===== src/rtl/alu_result_stage.sv =====
// ALU result stage: two-entry skid queue between the ALU result mux and
// writeback. Status flags are derived once, when an entry is accepted, and
// travel with the entry. A saturating counter tracks accepted overflows.
module alu_result_stage (
  input  logic        clock,
  input  logic        reset_n,
  input  logic        in_valid_rs,
  output logic        in_ready_rs,
  input  logic [31:0] result_in_rs,
  input  logic [4:0]  opcode_in_rs,
  input  logic        ovf_in_rs,
  output logic        out_valid_rs,
  input  logic        out_ready_rs,
  output logic [31:0] result_out_rs,
  output logic        zero_rs,
  output logic        neg_rs,
  output logic        ovf_rs,
  output logic        lt_rs,
  output logic        ne_rs,
  output logic        illegal_rs,
  input  logic        clr_ovf_cnt_rs,
  output logic [7:0]  ovf_cnt_rs
);

  typedef struct packed {
    logic [31:0] result;
    logic        zero;
    logic        neg;
    logic        ovf;
    logic        lt;
    logic        ne;
    logic        illegal;
  } entry_t;

  localparam logic [2:0] OP_ADD = 3'b000;
  localparam logic [2:0] OP_SUB = 3'b001;

  entry_t      head_q, head_d;
  entry_t      tail_q, tail_d;
  logic [1:0]  count_q, count_d;
  logic [7:0]  ovf_cnt_q, ovf_cnt_d;

  entry_t      new_entry;
  logic        accept;
  logic        pop;
  logic [2:0]  op;
  logic        is_sub;
  logic        unused_opcode_hi;

  // Upper opcode bits select ALU sub-variants that do not affect flags.
  assign unused_opcode_hi = ^opcode_in_rs[4:3];

  assign op     = opcode_in_rs[2:0];
  assign is_sub = (op == OP_SUB);

  assign in_ready_rs  = (count_q != 2'd2);
  assign out_valid_rs = (count_q != 2'd0);
  assign accept       = in_valid_rs & in_ready_rs;
  assign pop          = out_valid_rs & out_ready_rs;

  // Build the stored entry: illegal opcodes force a zero result, then flags
  // are derived from the value actually stored.
  always_comb begin
    new_entry         = '0;
    new_entry.illegal = (op[2:1] == 2'b11);
    new_entry.result  = new_entry.illegal ? 32'd0 : result_in_rs;
    new_entry.zero    = (new_entry.result == 32'd0);
    new_entry.neg     = new_entry.result[31];
    new_entry.ovf     = ((op == OP_ADD) || is_sub) ? ovf_in_rs : 1'b0;
    new_entry.lt      = is_sub ? (new_entry.result[31] ^ ovf_in_rs) : 1'b0;
    new_entry.ne      = is_sub ? (new_entry.result != 32'd0) : 1'b0;
  end

  // Queue update: head always holds the oldest entry so outputs come
  // straight from head_q; a pop shifts the tail entry forward.
  always_comb begin
    head_d  = head_q;
    tail_d  = tail_q;
    count_d = count_q;
    unique case ({accept, pop})
      2'b10: begin
        if (count_q == 2'd0) head_d = new_entry;
        else                 tail_d = new_entry;
        count_d = count_q + 2'd1;
      end
      2'b01: begin
        head_d  = tail_q;
        count_d = count_q - 2'd1;
      end
      2'b11: begin
        // Only reachable at occupancy 1: the sole entry leaves, the new one
        // becomes head.
        head_d = new_entry;
      end
      default: ;
    endcase
  end

  // Overflow event counter: clear wins over the old value but not over a
  // same-cycle counted accept.
  always_comb begin
    ovf_cnt_d = ovf_cnt_q;
    if (clr_ovf_cnt_rs) begin
      ovf_cnt_d = (accept && new_entry.ovf) ? 8'd1 : 8'd0;
    end else if (accept && new_entry.ovf && (ovf_cnt_q != 8'hFF)) begin
      ovf_cnt_d = ovf_cnt_q + 8'd1;
    end
  end

  // State registers with synchronous active-low reset.
  always_ff @(posedge clock) begin
    if (!reset_n) begin
      head_q    <= '0;
      tail_q    <= '0;
      count_q   <= 2'd0;
      ovf_cnt_q <= 8'd0;
    end else begin
      head_q    <= head_d;
      tail_q    <= tail_d;
      count_q   <= count_d;
      ovf_cnt_q <= ovf_cnt_d;
    end
  end

  assign result_out_rs = head_q.result;
  assign zero_rs       = head_q.zero;
  assign neg_rs        = head_q.neg;
  assign ovf_rs        = head_q.ovf;
  assign lt_rs         = head_q.lt;
  assign ne_rs         = head_q.ne;
  assign illegal_rs    = head_q.illegal;
  assign ovf_cnt_rs    = ovf_cnt_q;

endmodule

===== config.mk =====
export PLATFORM = sky130hd
export DESIGN_NAME = alu_result_stage
export DESIGN_NICKNAME = d
export VERILOG_FILES = /design/src/rtl/alu_result_stage.sv
export SDC_FILE = /design/constraint.sdc
export NUM_CORES = 1
export LEC_CHECK = 0
export CAP_MARGIN = 20
export CORE_ASPECT_RATIO = 1.5
export CORE_MARGIN = 1
export CORE_UTILIZATION = 57
export DETAILED_ROUTE_END_ITERATION = 12
export DONT_BUFFER_PORTS = 1
export PLACE_DENSITY = 0.75
export SETUP_SLACK_MARGIN = 0.3
export SLEW_MARGIN = 10
export SYNTH_ARGS = -nofsm -noshare
export SYNTH_HDL_FRONTEND = slang
export SYNTH_SLANG_ARGS = --single-unit

===== constraint.sdc =====
create_clock -name clock -period 1.6 [get_ports clock]
set_input_delay 0.08 -clock clock [delete_from_list [all_inputs] [get_ports clock]]
set_output_delay 0.08 -clock clock [all_outputs]
set_load 0.01 [all_outputs]

### Word level (Yosys, flattened, before mapping)

Cells that the tools add are included.

| cells by class | value |
|---|---|
| reduce and logical (&&, ||, !) cells | 13 |
| divide/modulo/power cells | 0 |
| $lt $le $gt $ge | 0 |
| multipliers | 0 |
| add/sub/neg operators | 3 |
| multiplexer cells | 10 |
| bitwise operators | 4 |
| shifts and indexed selects | 0 |
| equal/unequal tests | 8 |

Operator list:

| cell | count |
|---|---|
| 38-bit case mux with 3 select lines | 1 |
| 38-bit two-way mux | 1 |
| 32-bit zero test | 1 |
| 32-bit two-way mux | 1 |
| 32-bit nonzero test | 1 |
| 8-bit two-way mux | 2 |
| 8-bit by 1-bit adder with 8-bit output, second input constant | 1 |
| 8-bit inequality test, second input constant | 1 |
| 2-bit == test, second input constant | 3 |
| 2-bit nonzero test | 3 |
| 1-bit two-way mux | 4 |
| 2-bit inequality test, second input constant | 2 |
| 2-bit case mux with 2 select lines | 1 |
| 2-bit AND reduction | 2 |
| 3-bit by 1-bit == test with 1-bit output, second input constant | 1 |
| 3-bit zero test | 1 |
| 3-bit nonzero test | 1 |
| 2-bit by 1-bit adder with 2-bit output, second input constant | 1 |
| 1-bit bitwise AND | 2 |
| 2-bit by 1-bit == test with 1-bit output, second input constant | 1 |
| 1-bit logical AND | 2 |
| 2-bit zero test | 1 |
| 2-bit by 1-bit subtractor with 2-bit output, second input constant | 1 |
| 1-bit logical OR | 1 |
| 2 further kinds | 2 |

| word-level totals | value |
|---|---|
| flip-flop bits (word level) | 86 |
| bits in writable memories | 0 |
| logic and storage cells | 54 |
| output and inout port bits | 48 |
| bits in latches | 0 |
| bits in read-only memories | 0 |
| memories kept | 0 |
| bits of input ports | 43 |

### Logic depth before layout (Yosys ltp)

Gate-level depths: netlist (run 1).

| depth | value |
|---|---|
| word-level depth | 7 |
| gate-level depth with buffers | 10 |
| depth with buffers taken out | 9 |

### Least setup slack after synthesis (run 1)

OpenSTA, ideal clock, no wires.

| timing path | value |
|---|---|
| path type | reg2reg |
| start point | reg count_q[1] |
| end point | reg head_q, in the netlist result_out_rs[25] |
| library setup time | 0.091 ns |
| period minus slack after synthesis | 1.781 ns |
| setup slack | -0.181 ns |
| cell stages (with the launch flop) | 10 |
| required time | 1.509 ns |
| buffers on the path | 2 |
| data arrival time | 1.690 ns |
| cells stage by stage | dfxtp_1 -> nor2_1 -> inv_1 -> nand2_2 -> inv_1 -> ha_1 -> buf_2 -> clkbuf_1 -> nand3b_1 -> a311oi_1 |

| between the ends | value |
|---|---|
| word-level cells in the longest chain between the ends | 5 |
| elaborated cells on any way between the ends | 12 |
| classes of those cells | eq/ne (5); mux (1); bitwise (2); reduce/logical (4) |

RTL lines:

| item | line | text |
|---|---|---|
| start, declared | 40 | `logic [1:0] count_q, count_d;` |
| start signal, assigned | 120 | `count_q <= count_d;` |
| 2-bit nonzero test * | 57 | `assign out_valid_rs = (count_q != 2'd0);` |
| named net out_valid_rs | 12 | `output logic out_valid_rs,` |
| 1-bit bitwise AND * | 59 | `assign pop = out_valid_rs & out_ready_rs;` |
| 2-bit == test / 2-bit by 1-bit == test with 1-bit output (equally long branches) | 80 | `unique case ({accept, pop})` |
| 2-bit inequality test (no source line) / 3-bit nonzero test (equally long branches) | -- |  |
| 2-bit AND reduction (no source line) | -- |  |
| end signal, assigned | 113 | `head_q <= '0;` |
| end signal, assigned | 118 | `head_q <= head_d;` |
| end, declared | 38 | `entry_t head_q, head_d;` |

The timed path passes the listed nets; every way through them passes the cells marked *.
A chain may end at the register's enable or synchronous reset.

### Worst setup path after layout (run 1)

| timing path | value |
|---|---|
| start point | reg count_q[1] |
| end point | reg head_q, in the netlist result_out_rs[10] |

| between the ends | value |
|---|---|
| word-level cells in the longest chain between the ends | 5 |
| elaborated cells on any way between the ends | 12 |
| classes of those cells | eq/ne (5); mux (1); bitwise (2); reduce/logical (4) |

RTL lines:

| item | line |
|---|---|
| 2-bit inequality test / 2-bit nonzero test (equally long branches) | 56, 57 |
| 1-bit bitwise AND (on tied branches) | 58, 59 |
| 2-bit == test / 2-bit by 1-bit == test with 1-bit output (equally long branches) | 80 |
| 2-bit inequality test (no source line) / 3-bit nonzero test (equally long branches) | -- |
| 2-bit AND reduction (no source line) | -- |

Parallel ways exist; a longest one is shown, timed or not.

==> results of run 1 <==
==> sequential cells by signal, summed over array words and instances (netlist names) <==
register,cells
ovf_rs,1
zero_rs,1
lt_rs,1
result_out_rs,32
ovf_cnt_rs,8
ne_rs,1
count_q,2
tail_q,37
illegal_rs,1
==> critical path, cell delays in order, from the launching register on <==
cell      delay [ns]
dfxtp_4         0.37
nor2_4          0.12
inv_2           0.06
nand2_4         0.08
inv_4           0.05
ha_4            0.21
buf_12          0.17
nand3b_1        0.20
a311oi_2        0.32
==> area by class of cell <==
class,count,area (µm²),area share (%)
Tap cell,76,95.09,1.907
Multi-Input combinational cell,328,2173,43.58
Sequential cell,84,1709,34.27
Clock inverter,4,31.28,0.6272
Timing Repair Buffer,72,780.7,15.65
Inverter,7,31.28,0.6272
Clock buffer,12,166.4,3.337
==> cell families (layout without fill, tap and decap cells) <==
logic type	count (synthesis)	in the layout	share of synthesized area [%]
simple gates	219	220	29.65
compound gates	99	100	17.69
flops	84	84	44.43
buf+inv	49	95	6.017
fa+ha+maj	3	3	0.9918
xor+xnor	3	3	0.6943
mux	2	2	0.5289
==> repair_timing <==
action	CTS	global route
resized for setup	21	48
pin swaps	24	22
gates cloned	3	2
setup endpoints to repair	82	84
hold buffers	36	0
buffers inserted	10	2
hold endpoints to repair	72	0
==> power by group <==
group | total [W] | switching (W) | internal [W]
Combinational | 0.00324 | 0.00174 | 0.00150
Clock | 0.00150 | 0.000788 | 0.000707
Sequential | 0.00317 | 0.000542 | 0.00263
Total | 0.00791 | 0.00307 | 0.00484
==> metrics by stage <==
| stage | util [%] | setup WS, ns | cells | setup TNS [ns] |
|---|---|---|---|---|
| finish | 77.43 | -0.06725 | 583 | -0.2183 |
| global route | 77.43 | -0.1140 | 583 | -1.711 |
| CTS | 73.83 | 0.01766 | 579 | 0 |
| detailed placement | 62.47 | -0.06903 | 514 | -0.3660 |
| global placement | 62.47 | 0.01090 | 514 | 0 |
| floorplan | - | 0.08414 | 459 | 0 |
==> cells in the final DEF, fill, tap and decap left out, types with 3 or more instances in the layout <==
cell type	Yosys	final
a21oi_1	41	28
a21oi_2	0	13
a311oi_1	33	26
a311oi_2	0	7
a31oi_1	3	3
and4_4	2	3
buf_12	0	8
buf_4	5	13
buf_6	2	14
clkbuf_8	0	10
clkinv_4	0	3
dfxtp_1	84	76
dfxtp_4	0	7
dlygate4sd3_1	0	36
ha_4	0	3
inv_1	6	3
nand2_1	76	72
nand2_2	1	3
nand2b_1	3	3
nand3_1	35	31
nand3_2	0	4
nand3b_1	31	31
nand4_1	4	4
nor2_1	39	37
nor4_1	9	8
o21ai_1	1	3
o31ai_1	5	4
or4_1	4	3
==> worst min path at each step <==
stage	startpoint	endpoint	slack (ns)	cells past startpoint
after floorplan	result_in_rs[4]	tail_q[10]	0.23	2
after global placement	reset_n	tail_q[3]	0.21	1
after detailed placement	reset_n	tail_q[3]	0.21	1
after CTS	reset_n	ovf_cnt_rs[3]	0.004	2
after global routing	ovf_in_rs	tail_q[3]	0.04	3
final	ovf_in_rs	tail_q[3]	0.04	3
==> layer usage <==
layer	global-route usage [%]	vias up
li1	-	1735
met1	34.08	1746
met2	51.28	158
met3	9.572	38
met4	15.06	0
met5	0	-
==> results.cfg, run 1 <==
[detailed_routing]
dr_wl_met3_um = 778
avgViaCountPerCell = 6.307
met2_wirelength_mm = 5.725
first_iter_violations = 188
firstDrtPassIters = 6
drt-met1-wl_mm = 4.090
wire_per_inst_um = 18.84
highest_layer = met4
drc = 0
postRouteAntennaNets = 0
vias = 3677
wirelength_mm = 10.99

[worst_setup_path]
rr_endpoint = result_out_rs[10]
crit_arrival_ns = 1.93
worst-setup-path-type = reg2reg
rr_worst_depth = 8
startpoint = count_q[1]
crit_fanout = 28
r2r-start = count_q[1]
r2r_slack_ns = -0.07
critPathLaunchType = flip-flop
cp.required_ns = 1.86
endpoint_kind = flip-flop
setup.worst_path.end = result_out_rs[10]

[die]
core_area_mm2 = 0.006441
num_rows = 36
die_w_um = 68.54
dieArea_mm2 = 0.006977
io_pins = 91
dieHeight_um = 101.8
start_util_pct = 58.76

[timing]
rsz0062_at_grt = true
skew_ns = 0.01486
tightestPinTransition_ns = 0.6391
fmax_ghz = 0.5998
fin_crit_sh_pct = 104.2
setup_viol = 12
max_slew_margin_pct = 57.33
hold_slack_ns = 0.03827
final-max-slew-violation-count = 0
fin_ws_ns = -0.06725
min_period_ns = 1.667
finalHoldViolCount = 0

[grt]
grt_overflow = 0
antenna_found_initial = 0
grtUsageTotal_pct = 30.63
grt_pass1_vias = 3415
grt_first_pass_wirelength_mm = 15.84
grt_max_degree = 67

[synth]
syn_inst = 459
yosys.area.top_type = dfxtp_1
synth-seq-cells = 84
synth_async_sr_flop_share_pct = 0
synth-seq-area-share_pct = 44.43
yosysMostFrequentCell = dfxtp_1
netlist_area_mm2 = 0.003785
ys.warnings.count = 0
synth_area_leaders = dfxtp_1 44%, a311oi_1 7.6%, nand2_1 7.5%, nand3b_1 6.1%, a21oi_1 5.4%
yosysTopAreaCellShare_pct = 44.43
synth_area_per_cell_um2 = 8.246
yosys-top-cells-count = 84 x dfxtp_1, 76 x nand2_1, 41 x a21oi_1
synth_nets = 505
synth_top_flop_cell = dfxtp_1
synth_edf_count = 0
synth_cell_types = 46

[pwr]
fin_total_pwr_w = 0.007906
leakage_nw = 1.682
ir_drop_uv = 1273
pwr_density_cell_mw_per_mm2 = 1585

[clock_tree]
clkTransAtPathRegs_ns = 0.08
cts_max_level = 3
numCtsBuffers = 9
cts_max_path_buffers = 2
cts_root_buf = clkbuf_8
cts_tree = done
clock_latency_ns = 0.37
cts.sinks = 84

[job]
cap_violations = 0

[layout]
syn_to_final_growth_pct = 31.77
num-fill-cells = 464
drive_above_1_share_pct = 23.08
final_area_mm2 = 0.004987
antenna_cells = 0
final_nets = 548

[status]
violations = setup timing
status = finished, violations left

[placement]
placed_cell_area_mm2 = 0.004024
globalplace.congestion = 0.8312
dp_hpwl_mm = 6.057
io_buffer_count = 0

[min_path]
hold_class = in2reg
Power figures use the tool's default switching activity.
==> run 2, diff against run 1 <==
Settings changed: ABC_AREA set to 1.
==> run 2 against run 1 <==
Compared with the run above:
- the run ends with hold timing, setup timing left
- via count up 15%
- total power increased by 3.1%
- count of clock-buffer cells in the layout unchanged
- global-route usage grew 2.5 points
- utilization increased by 9.2 points
- cell count up 18%
- critical path depth is 2 higher
- synthesized cell count increased by 17%
- critical path type unchanged
- critical endpoint is now tail_q[6]
==> results.cfg, run 2 <==
[detailed_routing]
avgViaCountPerCell = 6.162
firstDrtPassIters = 5
drc = 0
wire_per_inst_um = 18.96
vias = 4233
postRouteAntennaNets = 0
first_iter_violations = 418
wirelength_mm = 13.03

[clock_tree]
cts.sinks = 84
numCtsBuffers = 9
clock_latency_ns = 0.37
clkTransAtPathRegs_ns = 0.09
cts_max_level = 3
cts_max_path_buffers = 2
cts_root_buf = clkbuf_8
cts_tree = done

[timing]
skew_ns = 0.007589
hold_slack_ns = -0.01054
fin_ws_ns = -0.02085
rsz0062_at_grt = true
setup_viol = 1
min_period_ns = 1.621
fin_crit_sh_pct = 101.3
tightestPinTransition_ns = 0.3536
fmax_ghz = 0.6170
finalHoldViolCount = 1
final-max-slew-violation-count = 0
max_slew_margin_pct = 76.34

[synth]
ys.warnings.count = 0
synth_nets = 585
synth-seq-area-share_pct = 44.68
synth_cell_types = 28
synth-seq-cells = 84
synth_top_flop_cell = dfxtp_1
yosys.area.top_type = dfxtp_1
netlist_area_mm2 = 0.003764
syn_inst = 539
yosys-top-cells-count = 102 x o21ai_0, 98 x nand2_1, 84 x dfxtp_1
yosysMostFrequentCell = o21ai_0
synth_edf_count = 0
synth_area_leaders = dfxtp_1 45%, o21ai_0 14%, nand2_1 9.8%, nor2_1 7.6%, a21oi_1 6.5%
synth_async_sr_flop_share_pct = 0
yosysTopAreaCellShare_pct = 44.68
synth_area_per_cell_um2 = 6.983

[pwr]
power.internal_w = 0.005020
combinationalPowerShare_pct = 42.8
p_sw_share_pct = 38.40
pwr-share-clk_pct = 18.3
switchingPower_w = 0.003129
pwr_density_cell_mw_per_mm2 = 1502
leakage_nw = 2.306
sequentialPowerShare_pct = 38.9
ir_drop_uv = 1229

[layout]
drive_above_1_share_pct = 24.80
final_nets = 654
final_common_cell = nand2_1
antenna_cells = 0
syn_to_final_growth_pct = 44.15
top_register = tail_q
largest_reg_flops = 37
final_cell_mix = 88 x nand2_1, 78 x dfxtp_1, 63 x nor2_1
num-fill-cells = 310

[worst_setup_path]
critPathLaunchType = flip-flop
endpoint_kind = flip-flop
crit_arrival_ns = 1.88
crit_fanout = 12
cp.required_ns = 1.86
worst-setup-path-type = reg2reg

[status]
status = finished, violations left
violations = hold timing, setup timing

[grt]
grt_overflow = 0
antenna_found_initial = 0
grt_max_degree = 64
grtUsageTotal_pct = 33.11
grt_pass1_vias = 3718
grt_first_pass_wirelength_mm = 17.16

[die]
dieArea_mm2 = 0.006938
die_w_um = 68.35
io_pins = 91
num_rows = 35
start_util_pct = 60.10
core_area_mm2 = 0.006262
dieHeight_um = 101.5

[min_path]
hold_class = in2reg

[placement]
dp_hpwl_mm = 6.074
place_ws_ns = 0.02743
globalplace.congestion = 0.8341
io_buffer_count = 0

[job]
cap_violations = 0
run 2: per-stage QoR:
stage          power (W)  TNS [ns]  util (%)  cells  instance area [µm²]
6_report        0.008149  -0.02085     86.63    687                 5425
3_5_place_dp    0.004962         0     63.64    596                 3985
2_1_floorplan   0.004585         0         -    539                 3953
5_1_grt         0.008517   -0.3660     86.63    687                 5425
3_3_place_gp    0.004900         0     63.64    596                 3985
4_1_cts         0.007282         0     80.10    671                 5016
run 2: kinds of logic (layout without fill, tap and decap cells):
group,count (synthesis),after routing,share of synthesized area [%]
AOI/OAI and AO/OA,176,176,24.70
xor gates and xnor gates,1,1,0.2328
adders and majority gates,3,3,0.9974
buffers and inverters,82,156,9.042
DFF,84,84,44.68
and+or+nand+nor,193,193,20.35
run 2: worst paths after layout:
path	startpoint	end	slack [ns]	cells after the start
setup / recovery	count_q[0]	tail_q[6]	-0.02	10
hold / removal	clr_ovf_cnt_rs	ovf_cnt_rs[0]	-0.01	4
setup reg to reg	count_q[0]	tail_q[6]	-0.02	10
hold reg to reg	tail_q[22]	result_out_rs[16]	0.47	2
run 2: worst max-delay path, stage by stage, from the launching register on:
cell and delay, ns:
dfxtp_4 0.38, inv_6 0.05, nand2_4 0.07, nand2_4 0.07, inv_1 0.10, ha_4 0.17
nand2_8 0.07, buf_12 0.13, buf_12 0.13, o21ai_0 0.25, a21oi_1 0.08
run 2: power groups by stage:
stage | clock, W | sequential (W) | combinational (W)
after floorplan | 0 | 0.00305 | 0.00153
after global placement | 0 | 0.00313 | 0.00177
after detailed placement | 0 | 0.00315 | 0.00181
after CTS | 0.00146 | 0.00312 | 0.00270
after global routing | 0.00157 | 0.00325 | 0.00370
final | 0.00149 | 0.00317 | 0.00348
run 2: final cells by class:
type	count	area [µm²]	area share (%)
multi-input combinational	373	2085	38.42
sequential	84	1699	31.32
timing repair buffer	94	1146	21.13
inverter	46	215.2	3.967
clock buffer	12	156.4	2.883
tap	74	92.59	1.707
clock inverter	4	31.28	0.5766
run 2: routing by layer:
| layer | global-route usage (%) | vias up | share of wire, % |
|---|---|---|---|
| li1 | - | 1915 | - |
| met1 | 37.48 | 1982 | 36 |
| met2 | 55.96 | 273 | 51 |
| met3 | 9.009 | 63 | 8.6 |
| met4 | 15.71 | 0 | 4.4 |
| met5 | 0 | - | 0 |
run 2: what timing repair did:
| action | CTS | global route |
|---|---|---|
| hold buffers | 31 | 1 |
| endpoints found under the hold margin | 78 | 7 |
| gates resized for setup | 82 | 53 |
| setup buffers | 23 | 8 |
| gates cloned | 5 | 7 |
| setup endpoints to repair | 83 | 83 |
| pin swaps | 16 | 20 |
